===== src/rtl/flags_pkg.sv =====
// flags_pkg: shared definitions for the condition-flag register.
//   F_N/F_Z/F_C/F_V : bit positions of each flag inside flags_t
//   COND_*          : branch-condition select codes
//   flags_t         : packed {N,Z,C,V} flag set
//   eval_cond       : evaluates a condition code against a flag set
package flags_pkg;

  localparam int F_N = 3;
  localparam int F_Z = 2;
  localparam int F_C = 1;
  localparam int F_V = 0;

  localparam logic [2:0] COND_ALWAYS = 3'b000;
  localparam logic [2:0] COND_Z      = 3'b001;
  localparam logic [2:0] COND_NZ     = 3'b010;
  localparam logic [2:0] COND_N      = 3'b011;
  localparam logic [2:0] COND_NN     = 3'b100;
  localparam logic [2:0] COND_C      = 3'b101;
  localparam logic [2:0] COND_V      = 3'b110;
  localparam logic [2:0] COND_NEVER  = 3'b111;

  typedef logic [3:0] flags_t;

  function automatic logic eval_cond(input flags_t f, input logic [2:0] c);
    logic r;
    case (c)
      COND_ALWAYS: r = 1'b1;
      COND_Z:      r = f[F_Z];
      COND_NZ:     r = ~f[F_Z];
      COND_N:      r = f[F_N];
      COND_NN:     r = ~f[F_N];
      COND_C:      r = f[F_C];
      COND_V:      r = f[F_V];
      default:     r = 1'b0;
    endcase
    return r;
  endfunction

endpackage


===== src/rtl/flag_stack.sv =====
// flag_stack: DEPTH-entry LIFO of flags_t for saving/restoring the flag set.
//   ck, Reset : clock and synchronous active-high reset
//   push, pop : stack requests (both together is an illegal no-op)
//   wr_flags  : value saved on a legal push
//   rd_flags  : top-of-stack entry (entry depth-1), valid when not empty
//   pop_ok    : high when this cycle's pop is legal and will take effect
//   depth     : occupied entries; full/empty derived from it
//   err       : sticky, set by push-when-full, pop-when-empty or push+pop
module flag_stack
  import flags_pkg::*;
#(
  parameter int DEPTH = 4
) (
  input  logic                       ck,
  input  logic                       Reset,
  input  logic                       push,
  input  logic                       pop,
  input  flags_t                     wr_flags,
  output flags_t                     rd_flags,
  output logic                       pop_ok,
  output logic [$clog2(DEPTH+1)-1:0] depth,
  output logic                       full,
  output logic                       empty,
  output logic                       err
);

  localparam int DW = $clog2(DEPTH+1);

  logic [DW-1:0] depth_reg;
  logic          err_reg;
  logic          push_ok;
  logic          illegal;
  flags_t        mem [DEPTH];

  assign full    = (depth_reg == DW'(DEPTH));
  assign empty   = (depth_reg == '0);
  assign push_ok = push & ~pop & ~full;
  assign pop_ok  = pop & ~push & ~empty;
  assign illegal = (push & pop) | (push & full) | (pop & empty);

  always_ff @(posedge ck) begin
    if (Reset) begin
      depth_reg <= '0;
      err_reg   <= 1'b0;
    end else begin
      if (push_ok)
        depth_reg <= depth_reg + 1'b1;
      else if (pop_ok)
        depth_reg <= depth_reg - 1'b1;
      if (illegal)
        err_reg <= 1'b1;
    end
  end

  // Entries are not reset: depth alone defines which ones are meaningful.
  for (genvar gi = 0; gi < DEPTH; gi++) begin : g_entry
    always_ff @(posedge ck) begin
      if (!Reset && push_ok && depth_reg == DW'(gi))
        mem[gi] <= wr_flags;
    end
  end

  // Top-of-stack read is combinational so a pop restores the flags on the
  // same edge it decrements depth; it only feeds the flag register input.
  always_comb begin
    rd_flags = '0;
    for (int i = 0; i < DEPTH; i++) begin
      if (depth_reg == DW'(i + 1))
        rd_flags = mem[i];
    end
  end

  assign depth = depth_reg;
  assign err   = err_reg;

endmodule


===== src/rtl/reg_flags.sv =====
// reg_flags: N/Z/C/V condition-flag register with per-flag load enables,
// branch-condition evaluation and a save/restore LIFO.
//   ck, Reset        : clock and synchronous active-high reset
//   result           : ALU result (N = MSB, Z = all zero)
//   c_in, v_in       : carry and overflow from the ALU
//   load_mask        : per-flag load enable {N,Z,C,V}
//   push, pop        : save / restore the flag set
//   cond             : branch-condition select
//   sN, sZ, sC, sV   : registered flags
//   cond_true        : selected condition on the registered flags
//   depth, stack_full, stack_empty, stack_err : stack status
module reg_flags
  import flags_pkg::*;
#(
  parameter int WIDTH = 8,
  parameter int DEPTH = 4
) (
  input  logic                       ck,
  input  logic                       Reset,
  input  logic [WIDTH-1:0]           result,
  input  logic                       c_in,
  input  logic                       v_in,
  input  logic [3:0]                 load_mask,
  input  logic                       push,
  input  logic                       pop,
  input  logic [2:0]                 cond,
  output logic                       sN,
  output logic                       sZ,
  output logic                       sC,
  output logic                       sV,
  output logic                       cond_true,
  output logic [$clog2(DEPTH+1)-1:0] depth,
  output logic                       stack_full,
  output logic                       stack_empty,
  output logic                       stack_err
);

  flags_t flags_reg;
  flags_t flags_next;
  flags_t derived;
  flags_t stack_rd;
  logic   pop_ok;

  always_comb begin
    derived      = '0;
    derived[F_N] = result[WIDTH-1];
    derived[F_Z] = (result == '0);
    derived[F_C] = c_in;
    derived[F_V] = v_in;
  end

  // A legal pop overrides the load mask entirely; otherwise each flag is
  // loaded independently (illegal stack operations still allow the load).
  always_comb begin
    flags_next = flags_reg;
    if (pop_ok) begin
      flags_next = stack_rd;
    end else begin
      for (int i = 0; i < 4; i++) begin
        if (load_mask[i])
          flags_next[i] = derived[i];
      end
    end
  end

  always_ff @(posedge ck) begin
    if (Reset)
      flags_reg <= '0;
    else
      flags_reg <= flags_next;
  end

  // The stack saves the pre-edge flags, so a push with a simultaneous load
  // stores the old set while the register takes the new one.
  flag_stack #(
    .DEPTH (DEPTH)
  ) u_stack (
    .ck       (ck),
    .Reset    (Reset),
    .push     (push),
    .pop      (pop),
    .wr_flags (flags_reg),
    .rd_flags (stack_rd),
    .pop_ok   (pop_ok),
    .depth    (depth),
    .full     (stack_full),
    .empty    (stack_empty),
    .err      (stack_err)
  );

  assign sN        = flags_reg[F_N];
  assign sZ        = flags_reg[F_Z];
  assign sC        = flags_reg[F_C];
  assign sV        = flags_reg[F_V];
  assign cond_true = eval_cond(flags_reg, cond);

endmodule

===== config.mk =====
export PLATFORM = sky130hd
export DESIGN_NAME = reg_flags
export DESIGN_NICKNAME = d
export VERILOG_FILES = /design/src/rtl/flags_pkg.sv /design/src/rtl/flag_stack.sv /design/src/rtl/reg_flags.sv
export SDC_FILE = /design/constraint.sdc
export NUM_CORES = 1
export LEC_CHECK = 0
export ABC_AREA = 1
export CAP_MARGIN = 40
export CORE_MARGIN = 4
export CORE_UTILIZATION = 30
export DETAILED_ROUTE_END_ITERATION = 6
export GPL_TIMING_DRIVEN = 1
export PLACE_DENSITY_LB_ADDON = 0.05
export SYNTH_ARGS = -nofsm -noshare
export SYNTH_HDL_FRONTEND = slang
export SYNTH_SLANG_ARGS = --single-unit
export TNS_END_PERCENT = 1

===== constraint.sdc =====
create_clock -name ck -period 3.5 [get_ports ck]
set_clock_uncertainty 0.2 [all_clocks]
set_input_delay 1.05 -clock ck [delete_from_list [all_inputs] [get_ports ck]]
set_output_delay 1.05 -clock ck [all_outputs]
set_load 0.02 [all_outputs]

### Word-level counts from Yosys, hierarchy flattened

Memories as Yosys holds them, arrays and structs flattened.
Index checks and enable logic that the tools add are counted.

* register bits: 8
* RAM bits: 16
* input port bits: 21
* output and inout bits: 11
* memories: 1

* $add $sub $neg: 2
* equal/unequal tests: 10
* mux-type cells: 29
* bitwise operators: 15
* reductions and logical operators: 17

Memories
* u_stack.mem: words 4, width 4, read ports 4, clocked after Yosys merged registers in 0, write ports 1, line flag_stack.sv:33 `flags_t mem [DEPTH];`

Operator list (number)
* $mux 4: 8
* $mux 1: 15
* $eq 3x2->1 const B: 4
* $eq 3x3->1 const B: 4
* $reduce_or 4->1: 3
* $reduce_bool 2->1: 5
* $logic_not 8->1: 1
* $and 1x1->1: 7
* $pmux 1 s7: 1
* $eq 3x1->1 const B: 2
* $logic_not 3->1: 2
* $mux 2: 3
* $mux 3: 2
* $not 1->1: 6
* $logic_and 1x1->1: 5
* $add 3x1->3 const B: 1
* $sub 3x1->3 const B: 1
* $or 1x1->1: 2
* $logic_not 1->1: 1

### Depth between registers and ports, before layout

Gate-level depths: netlist of run 1.

* word-level depth: 11
* depth in mapped cells: 9

### Hierarchy

Synthesis of run 1 repeated with hierarchy kept, for this count alone.

* cells, all modules: 161
* area, all modules: 1281.2 um^2

Modules (own cells, without submodules)
* flag_stack: instances 1, cells each 111, area each 1004.7 um^2
* reg_flags: instances 1, cells each 50, area each 276.5 um^2

### Least setup slack after synthesis of run 1

Ideal clock, no wire load.

* path kind: input -> output
* from: input port cond[1]
* to: output port cond_true
* data arrival time: 1.586 ns
* data required time: 2.250 ns
* path slack: 0.664 ns
* cell stages on the path: 6
* path buffers: 0
* cell sequence: inv_1 nand2_1 nand2_1 o211ai_1 nand2_1 and2_1

* longest elaborated chain between the ends: 2
* elaborated cells between the ends (all ways): 8
* those cells by class: 6 x eq/ne; 1 x mux; 1 x reduce/logical

RTL lines
* start: declaration: line reg_flags.sv:26 `input logic [2:0] cond,`
* $eq 3x3->1, or another cell as far along: line flags_pkg.sv:26 `case (c)`
* $pmux 1 s7 (*): line flags_pkg.sv:26
* end: declaration: line reg_flags.sv:31 `output logic cond_true,`

Every way passes the cells marked *; elsewhere a longest branch is shown, timed or not.

### Worst setup path after layout of run 1

Same ends and word-level chain as after synthesis.

==> metrics.md, run 1 <==
| Metric | Value |
|---|---|
| Outcome | completed |
| Unrepaired setup endpoints after global routing | no |
| Slew HR | between 50% and 60% |
| Power Density | around 530 mW/mm^2 |
| Arrival time worst endpoint | roughly 2200 ps |
| Setup WS post-layout | roughly 100 ps |
| Mapped Cells | between 100 and 150 |
| Post-layout net count | 210 |
| Max-cap violations | 0 |
| Slew Viols, Final | 0 |
| Die width | roughly 73 um |
| Clock slew at reported path FFs | roughly 80 ps |
| Most common cell after layout, fill and taps aside | nand2_1 |
| Synth area leaders | edfxtp_1, dfxtp_1, nand2_1 |
| Gp weighted congestion | approximately 0.74 |
| Cts hold-fix bufs | 0 |
| Area of the die | ~0.0053 sq mm |
| Number of global-route vias before repair | 1014 |
| CTS tree | done |
| Layout cells sized above 1 | under 10% |
| Setup Buffers After CTS | 0 |
| Post-synth EDFFs | 16 |
| Pre-antenna DRT Iters | 4 |
| Worst hold path class | reg2reg |
| Commonest cells after routing, fill and taps aside | nand2_1, clkdlybuf4s50_1, nor2_1, edfxtp_1, inv_1 |
| Fin Setup TNS | 0 ps |
| DP HPWL | 2190 um |
| Clock tree root buffer cell | clkbuf_8 |
| Cell row count | 23 |
| Post-synthesis sequential area ratio | 50.9% |
| Longest Clk Path Bufs | 2 |
| Post-synth top area cell | edfxtp_1 |
| Number of diodes | 0 |
| Post_cts resized | 4 |
| Yosys top cell area share | between 30% and 40% |
| Syn_nets | approximately 180 |
| IO Pins | 32 |
| Crit end category | output port |
| Max Freq | between 200 and 300 MHz |
| Setup Slack @ Placement | -358 ps |
| CP Launch Type | input port |
| Vias per inst | approximately 4.5 |
| TritonCTS Buffers | 3 |
| Pleak | approximately 0.7 nW |
| Initial antenna violation count | 0 |
| Max reg flops | 16 |
| Yosys warns | 0 |
| Netlist cell types | 26 |
| Peak supply drop | roughly 0.15 mV |
| GRT Residual Overflow | 0 |
| Syn avg cell area | about 8.5 sq um |
| Area Overhead vs Synth | 34.0% |
| Hold path depth | 2 |
| R2R depth | 5 |
| Slew @ Worst Pin | between 600 and 700 ps |
| Antenna-violating nets left | 0 |
| Drt drc | 0 |
| Final wirelength | between 2000 and 3000 um |
| Critical Path Fanout Max | 4 |
| Total clock sinks | 24 |
| #FFs+latches synth | 24 |
| Mapped Area | about 0.0013 sq mm |
| Critical path class | in2out |
| First-pass GRT wire length | ~4500 um |
| Synth Flop Type | edfxtp_1 |
| Global-route usage over all layers | approximately 11% |
| WL/cell | 11.7 um |
| Fin. Hold Viols | 0 |
| Fin area | 0.00169 sq mm |
| Final setup violating endpoints | 0 |
| Final period util | between 90% and 100% |
| Initial drt markers | 25 |
| Detailed-route via count | between 1000 and 1500 |
| Minimum clock period | roughly 3400 ps |
| Power, Total | around 900 uW |
| Clk_lat worst skew | about 260 ps |
| FFs w/ async S/R, synth | 0% |
| Area post-placement | roughly 0.0016 sq mm |
| Core area | slightly above 0.004 sq mm |
| Pin count of the biggest net entering global routing | 15 |
| CP required | around 2300 ps |
| IO buf count | 31 |
| Die height | about 73 um |
| H-tree Lvls | 1 |
| Initial Utilization | between 30% and 40% |
==> critical path: stages <==
cell and delay [ps]:
clkdlybuf4s50_1 500, inv_2 60, nand2_1 60, nand2_1 50
o211ai_1 80, nand2_1 60, and2_1 130, buf_2 150
==> report_power, final <==
| group | total, mW | leakage (nW) | internal [mW] | switching [mW] |
|---|---|---|---|---|
| Combinational | 0.298 | 0.448 | 0.130 | 0.168 |
| Sequential | 0.363 | 0.213 | 0.330 | 0.0326 |
| Clock | 0.240 | 0.0357 | 0.153 | 0.0868 |
| Total | 0.900 | 0.697 | 0.613 | 0.287 |
==> through the flow <==
step,util (%),hold slack (ps),instances
2_1_floorplan,-,302,148
3_3_place_gp,40.2,243,228
3_5_place_dp,40.2,249,228
4_1_cts,41.8,268,232
5_1_grt,41.8,292,232
6_report,41.8,260,232
==> layer usage <==
metal | up-vias | global-route usage (%) | part of all wire (%)
met3 | 2 | 1.79 | 2.6
met5 | - | 0 | 0
met2 | 22 | 18.5 | 49
li1 | 553 | - | -
met4 | 0 | 5.53 | 1.3
met1 | 473 | 13.8 | 47
==> final timing paths <==
| check | startpoint | end | slack (ps) |
|---|---|---|---|
| worst min register to register | u_stack.err | u_stack.err | 260 |
| worst min-delay path | u_stack.err | u_stack.err | 260 |
| worst max-delay path | cond[1] | cond_true | 100 |
| worst max register to register | u_stack.depth[0] | u_stack.mem[1][2] | 1280 |
==> area by class of cell <==
class	instances	area (sq um)
fillers	430	2340
flip-flops and latches	24	641
multi-input cells	102	522
repair buffers	31	305
inverters	21	83.8
well taps	50	62.6
clock buffers	3	41.3
clock inverters	1	30.0
==> cells by family after synthesis <==
family,share of synthesized area [%]
buffers and inverters,7.56
adder cells (fa/ha/maj),5.97
AO/OA/AOI/OAI,8.06
XOR/XNOR,0.697
flip-flops,50.9
AND/OR/NAND/NOR,26.8
==> cells in the mapped netlist, types with 2 or more instances <==
cell and count:
inv_4 2, dfxtp_1 8, a21oi_1 11, nand4_1 2, nor3_1 2, o21ai_0 4
nand2_1 31, inv_1 16, nand3_1 9, inv_2 2, edfxtp_1 16, o211ai_1 2
nor2_1 24, nand2_4 2, ha_1 6
(Power assumes the default switching activity.)
==> run 2, diff against run 1 <==
Settings changed: CTS_BUF_LIST set to sky130_fd_sc_hd__clkbuf_4 sky130_fd_sc_hd__clkbuf_8 sky130_fd_sc_hd__clkbuf_16.
==> results of run 2 <==
The final DEF is identical to that of run 1; final timing and power are the same.
